===== config.mk =====
export PLATFORM = sky130hd
export DESIGN_NAME = rat_checkpoint
export DESIGN_NICKNAME = d
export VERILOG_FILES = /design/src/rtl/rv32i_types.sv /design/src/rtl/ckpt_store.sv /design/src/rtl/rat_checkpoint.sv
export SDC_FILE = /design/constraint.sdc
export NUM_CORES = 1
export LEC_CHECK = 0
export ABC_AREA = 0
export CAP_MARGIN = 25
export CORE_MARGIN = 2
export CORE_UTILIZATION = 43
export CTS_CLUSTER_SIZE = 20
export DETAILED_ROUTE_END_ITERATION = 8
export PLACE_DENSITY = 0.61
export SKIP_LAST_GASP = 1
export SYNTH_ARGS = -nofsm -noshare
export SYNTH_HDL_FRONTEND = slang
export SYNTH_HIERARCHICAL = 1
export SYNTH_SLANG_ARGS = --single-unit

===== constraint.sdc =====
create_clock -name clk -period 38 [get_ports clk]
set_input_delay 7.6 -clock clk [delete_from_list [all_inputs] [get_ports clk]]
set_output_delay 7.6 -clock clk [all_outputs]
set_load 0.02 [all_outputs]

===== src/rtl/rv32i_types.sv =====
// +----------------------------------------------------------------------+
// | rv32i_types : shared rename-stage widths and the RAT image type.       |
// | Rev 1.0                                                              |
// +----------------------------------------------------------------------+
`default_nettype none

package rv32i_types;

    localparam int ARCH_REGS     = 32;
    localparam int PHYS_WIDTH    = 6;
    localparam int FL_ADDR_WIDTH = 5;
    localparam int NUM_CKPT      = 4;

    typedef logic [ARCH_REGS-1:0][PHYS_WIDTH-1:0] rat_t;

    typedef logic [FL_ADDR_WIDTH:0] fl_ptr_t;

endpackage

`default_nettype wire


===== src/rtl/ckpt_store.sv =====
// +----------------------------------------------------------------------+
// | ckpt_store : NUM_CKPT x {RAT image, free-list head} checkpoint memory. |
// | Rev 1.0                                                              |
// +----------------------------------------------------------------------+
`default_nettype none

module ckpt_store
    import rv32i_types::*;
#(
    parameter int NUM_CKPT   = rv32i_types::NUM_CKPT,
    parameter int CKPT_WIDTH = $clog2(NUM_CKPT)
) (
    input  logic                  clk,
    input  logic                  wr_en,
    input  logic [CKPT_WIDTH-1:0] wr_id,
    input  rat_t                  wr_rat,
    input  fl_ptr_t               wr_head,
    input  logic [CKPT_WIDTH-1:0] rd_id,
    output rat_t                  rd_rat,
    output fl_ptr_t               rd_head
);

    // Contents are qualified by the owner's valid mask, so no reset is needed.
    rat_t    r_rat_mem  [NUM_CKPT];
    fl_ptr_t r_head_mem [NUM_CKPT];

    always_ff @(posedge clk) begin
        if (wr_en) begin
            r_rat_mem[wr_id]  <= wr_rat;
            r_head_mem[wr_id] <= wr_head;
        end
    end

    assign rd_rat  = r_rat_mem[rd_id];
    assign rd_head = r_head_mem[rd_id];

endmodule

`default_nettype wire


===== src/rtl/rat_checkpoint.sv =====
// +----------------------------------------------------------------------+
// | rat_checkpoint : speculative RAT with branch checkpoints and 1-cycle   |
// | mispredict restore of the mapping and the free-list head.             |
// | Rev 1.0                                                              |
// +----------------------------------------------------------------------+
`default_nettype none

module rat_checkpoint
    import rv32i_types::*;
#(
    parameter int ARCH_REGS     = rv32i_types::ARCH_REGS,
    parameter int NUM_CKPT      = rv32i_types::NUM_CKPT,
    parameter int CKPT_WIDTH    = $clog2(NUM_CKPT),
    parameter int PHYS_WIDTH    = rv32i_types::PHYS_WIDTH,
    parameter int FL_ADDR_WIDTH = rv32i_types::FL_ADDR_WIDTH
) (
    input  logic                    clk,
    input  logic                    rst_n,
    input  logic                    rename_valid,
    input  logic [4:0]              rs1_arch,
    input  logic [4:0]              rs2_arch,
    input  logic [4:0]              rd_arch,
    input  logic                    is_branch,
    output logic                    rename_ready,
    output logic [PHYS_WIDTH-1:0]   rs1_preg,
    output logic [PHYS_WIDTH-1:0]   rs2_preg,
    output logic [PHYS_WIDTH-1:0]   rd_preg,
    output logic [PHYS_WIDTH-1:0]   rd_old_preg,
    output logic [CKPT_WIDTH-1:0]   ckpt_id,
    output logic                    preg_request,
    input  logic [PHYS_WIDTH-1:0]   fl_preg,
    input  logic                    fl_empty,
    input  logic [FL_ADDR_WIDTH:0]  fl_head,
    input  logic                    br_resolve,
    input  logic [CKPT_WIDTH-1:0]   br_resolve_id,
    input  logic                    br_mispredict,
    output logic                    br_flush,
    output logic [FL_ADDR_WIDTH:0]  rollback_fl_head
);

    rat_t                  r_rat;
    logic [NUM_CKPT-1:0]   r_valid;
    logic [CKPT_WIDTH-1:0] r_tail;

    logic                  w_need_preg;
    logic                  w_ckpt_ok;
    logic                  w_flush;
    logic                  w_accept;
    logic                  w_alloc;
    rat_t                  w_rat_upd;
    rat_t                  w_snap_rat;
    fl_ptr_t               w_snap_head;
    fl_ptr_t               w_save_head;
    logic [CKPT_WIDTH-1:0] w_span;
    logic [NUM_CKPT-1:0]   w_kill;
    logic [NUM_CKPT-1:0]   w_valid_next;
    logic [CKPT_WIDTH-1:0] w_tail_next;

    assign w_need_preg = (rd_arch != 5'd0);
    assign w_ckpt_ok   = !is_branch || !r_valid[r_tail];
    assign w_flush     = br_resolve && br_mispredict && r_valid[br_resolve_id];

    assign rename_ready = !w_flush && w_ckpt_ok && (!w_need_preg || !fl_empty);
    assign w_accept     = rename_valid && rename_ready;
    assign w_alloc      = w_accept && is_branch;
    assign preg_request = w_accept && w_need_preg;

    assign rs1_preg    = r_rat[rs1_arch];
    assign rs2_preg    = r_rat[rs2_arch];
    assign rd_old_preg = r_rat[rd_arch];
    assign rd_preg     = w_need_preg ? fl_preg : '0;
    assign ckpt_id     = r_tail;

    // The checkpoint must reflect the branch's own destination write.
    always_comb begin
        w_rat_upd = r_rat;
        if (w_accept && w_need_preg) begin
            w_rat_upd[rd_arch] = fl_preg;
        end
    end

    assign w_save_head = fl_head + {{FL_ADDR_WIDTH{1'b0}}, w_need_preg};

    ckpt_store #(
        .NUM_CKPT   (NUM_CKPT),
        .CKPT_WIDTH (CKPT_WIDTH)
    ) u_ckpt_store (
        .clk     (clk),
        .wr_en   (w_alloc),
        .wr_id   (r_tail),
        .wr_rat  (w_rat_upd),
        .wr_head (w_save_head),
        .rd_id   (br_resolve_id),
        .rd_rat  (w_snap_rat),
        .rd_head (w_snap_head)
    );

    assign br_flush         = w_flush;
    assign rollback_fl_head = w_flush ? w_snap_head : '0;

    // Kill k and everything younger, walking the ring from k up to tail-1.
    // A zero span means tail has wrapped onto k, i.e. the whole ring is younger.
    assign w_span = r_tail - br_resolve_id;

    always_comb begin
        w_kill = '0;
        for (int j = 0; j < NUM_CKPT; j++) begin
            if ((w_span == '0) || ((CKPT_WIDTH'(j) - br_resolve_id) < w_span)) begin
                w_kill[j] = 1'b1;
            end
        end
    end

    always_comb begin
        w_valid_next = r_valid;
        w_tail_next  = r_tail;
        if (w_flush) begin
            w_valid_next = r_valid & ~w_kill;
            w_tail_next  = br_resolve_id;
        end else begin
            if (br_resolve && !br_mispredict) begin
                w_valid_next[br_resolve_id] = 1'b0;
            end
            if (w_alloc) begin
                w_valid_next[r_tail] = 1'b1;
                w_tail_next          = r_tail + 1'b1;
            end
        end
    end

    always_ff @(posedge clk or negedge rst_n) begin
        if (!rst_n) begin
            for (int i = 0; i < ARCH_REGS; i++) begin
                r_rat[i] <= PHYS_WIDTH'(i);
            end
            r_valid <= '0;
            r_tail  <= '0;
        end else begin
            r_rat   <= w_flush ? w_snap_rat : w_rat_upd;
            r_valid <= w_valid_next;
            r_tail  <= w_tail_next;
        end
    end

endmodule

`default_nettype wire


==> impl_metrics.json <==
{
  "synth-edff-count": 792,
  "antenna_found_initial": 10,
  "fin_ws_ns": 19.46,
  "seq_area_frac_synth_pct": 64.1,
  "clk_latency_ns": 0.71,
  "wl_per_cell_microns": 31.3,
  "area_growth_pct": 11.4,
  "rrSetupSlack_ns": 32.01,
  "dp_hpwl_microns": 83000,
  "drt_first_iter_violations": 3868,
  "slew_headroom_pct": 24.1,
  "clock-sinks": 990,
  "dr.pass1.iters": 6,
  "critical-path-top-delay-family": "buffers and inverters",
  "synth_nets": 2998,
  "fin_setup_tns_ns": 0,
  "post_cts_buffers": 0,
  "final_cell_mix": "edfxtp_1, mux4_2, o21ai_0, nor2_1, nand2_1",
  "drc": 0,
  "worst_pin_slew_ns": 1.14,
  "syn_inst": 2944,
  "layout_commonest_cell": "edfxtp_1",
  "fin_crit_sh_pct": 48.8,
  "htreeDepth": 3,
  "cts_tree": "done",
  "fin_worst_skew_ns": 0.0313,
  "cts_resized": 0,
  "cts_hold_buf": 0,
  "yosys_warnings": 6,
  "die_y_microns": 327,
  "routed_via_density": 6.50,
  "cellLeakagePower_uw": 0.0165,
  "ys_seq_elements": 990,
  "vias": 28700,
  "detail-route-antenna-nets": 0,
  "clockBufferDepth": 3,
  "yosys-top-cells-area": "edfxtp_1, mux4_2, dfrtp_1",
  "avgSynthCellArea_sq_um": 15.3,
  "power.density_nw_per_um2": 68.0,
  "gp_congestion": 0.887,
  "synthArstFlopShare_pct": 20.0,
  "rows": 118,
  "vdd.ir_drop.worst_uv": 39.1,
  "fin_total_pwr_uw": 3410,
  "path_cells": "buf_4 > buf_4 > mux4_2 > mux2i_1 > nor2_1 > a311oi_1 > nor2_1 > clkdlybuf4s50_1",
  "setup_viol": 0,
  "die_x_microns": 327,
  "clk_pin_slew_ns": 0.06,
  "startpoint_type": "input port",
  "synthFlopType": "edfxtp_1",
  "grt_use_total_pct": 25.7,
  "crit_type": "in2out",
  "overflow": 0,
  "cts-root-buf": "clkbuf_16",
  "required_ns": 30.40,
  "nets": 2991,
  "core_sq_um": 104000,
  "grt_pass1_vias": 28600,
  "crit_fanout": 43,
  "grt_start_max_net_pins": 144,
  "pre_cts_ws_ns": 19.49,
  "synth_cell_types": 55,
  "start_util_pct": 43.4,
  "cp_slowest_cell": "clkdlybuf4s50_1",
  "max_freq_ghz": 0.0539,
  "status": "completed",
  "max_stage_delay_ns": 0.60,
  "arrival_ns": 10.94,
  "fillers": 8838,
  "crit_buf_inv": 3,
  "portBuffers": 70,
  "synth_top_area_share_pct": 52.9,
  "hold_class": "reg2reg",
  "grt_first_pass_wirelength_microns": 201000,
  "rsz0062_at_grt": "no",
  "die-area_sq_um": 107000,
  "slew_viol_final": 0,
  "cts_made_buffers": 101,
  "hold_viol_final": 0,
  "endpoint_kind": "primary output",
  "yosysTopAreaCell": "edfxtp_1",
  "wl_microns": 138000,
  "min_period_ns": 18.54,
  "drive_gt1_share_pct": 22.5,
  "io_pins": 71,
  "drv_cap": 0,
  "synth_area_sq_um": 45000
}
## logic make-up (layout without fill, tap and decap cells)
family                   count (synthesis)  count (layout)  synth area share, %
XOR/XNOR                                 7               7                0.136
flip-flops                             990             990                 64.1
AO/OA/AOI/OAI                          659             659                 8.21
AND/OR/NAND/NOR                        569             569                 5.76
multiplexers                           440             440                 18.5
adder cells (fa/ha/maj)                 18              18                0.501
buffers and inverters                  261             342                 2.80
other                                    0               6                    0
## registers in the layout (all words and copies together), names as in the netlist
| register | cells |
|---|---|
| u_ckpt_store/r_rat_mem | 768 |
| r_rat | 192 |
| u_ckpt_store/r_head_mem | 24 |
| r_valid | 4 |
| ckpt_id | 2 |
## Yosys cell counts, drive strengths merged, types with 4 or more instances
library cell    n
nor4            4
ha             18
and3b           4
a311oi          4
and3            8
o211ai         18
nand2         190
a21oi         125
dfstp          80
o21ai         295
edfxtp        792
mux4          310
xnor2           5
nor2          207
dfrtp         118
buf           135
mux2i         105
mux2           25
and2           32
a31oi         186
nand4          49
nand3          39
nor2b          14
inv             6
a22oi          16
nand2b          9
clkbuf        120
## worst min-delay path: cells and delay by family (launching register included)
family,cells,cell delay (ns)
flops,1,0.38
compound gates,2,0.16
## final timing paths
check | to | start | depth (start not counted)
max | rd_old_preg[3] | rd_arch[0] | 8
min | r_rat[66] | r_rat[66] | 2
max reg2reg | u_ckpt_store/r_rat_mem[1][48] | ckpt_id[0] | 9
min reg2reg | r_rat[66] | r_rat[66] | 2
max in group asynchronous | r_rat[169] | rst_n | 2
min in group asynchronous | r_rat[4] | rst_n | 1
## layer usage
layer | vias to the layer above | global-route usage, % | routed length, microns
li1 | 11700 | - | -
met1 | 15100 | 35.7 | 55000
met2 | 1650 | 38.9 | 63000
met3 | 273 | 7.12 | 15000
met4 | 10 | 9.26 | 4880
met5 | - | 0 | 62
## final cells by class
type	instances	area, sq um	area share [%]
Tap cell	1380	1730	3.44
Inverter	6	25.0	0.0499
Sequential cell	990	28800	57.5
Timing Repair Buffer	145	1410	2.82
Clock inverter	51	378	0.754
Multi-Input combinational cell	1693	14900	29.8
Antenna cell	6	15.0	0.0299
Clock buffer	140	2810	5.60
## where the power goes
part,internal (uW),switching (uW),total (uW)
Combinational,294,447,741
Clock,532,422,954
Sequential,1500,214,1720
Total,2330,1080,3410
## through the flow
stage	utilization, %	cell area [sq um]	hold slack [ns]	std cells
floorplan	-	45000	0.487	2944
global placement	45.1	46700	0.527	4205
detailed placement	45.2	46900	0.532	4211
CTS	48.3	50000	0.541	4402
global route	48.4	50100	0.584	4407
finish	48.4	50100	0.543	4411
Note: power is estimated with default switching activity, not from simulation.
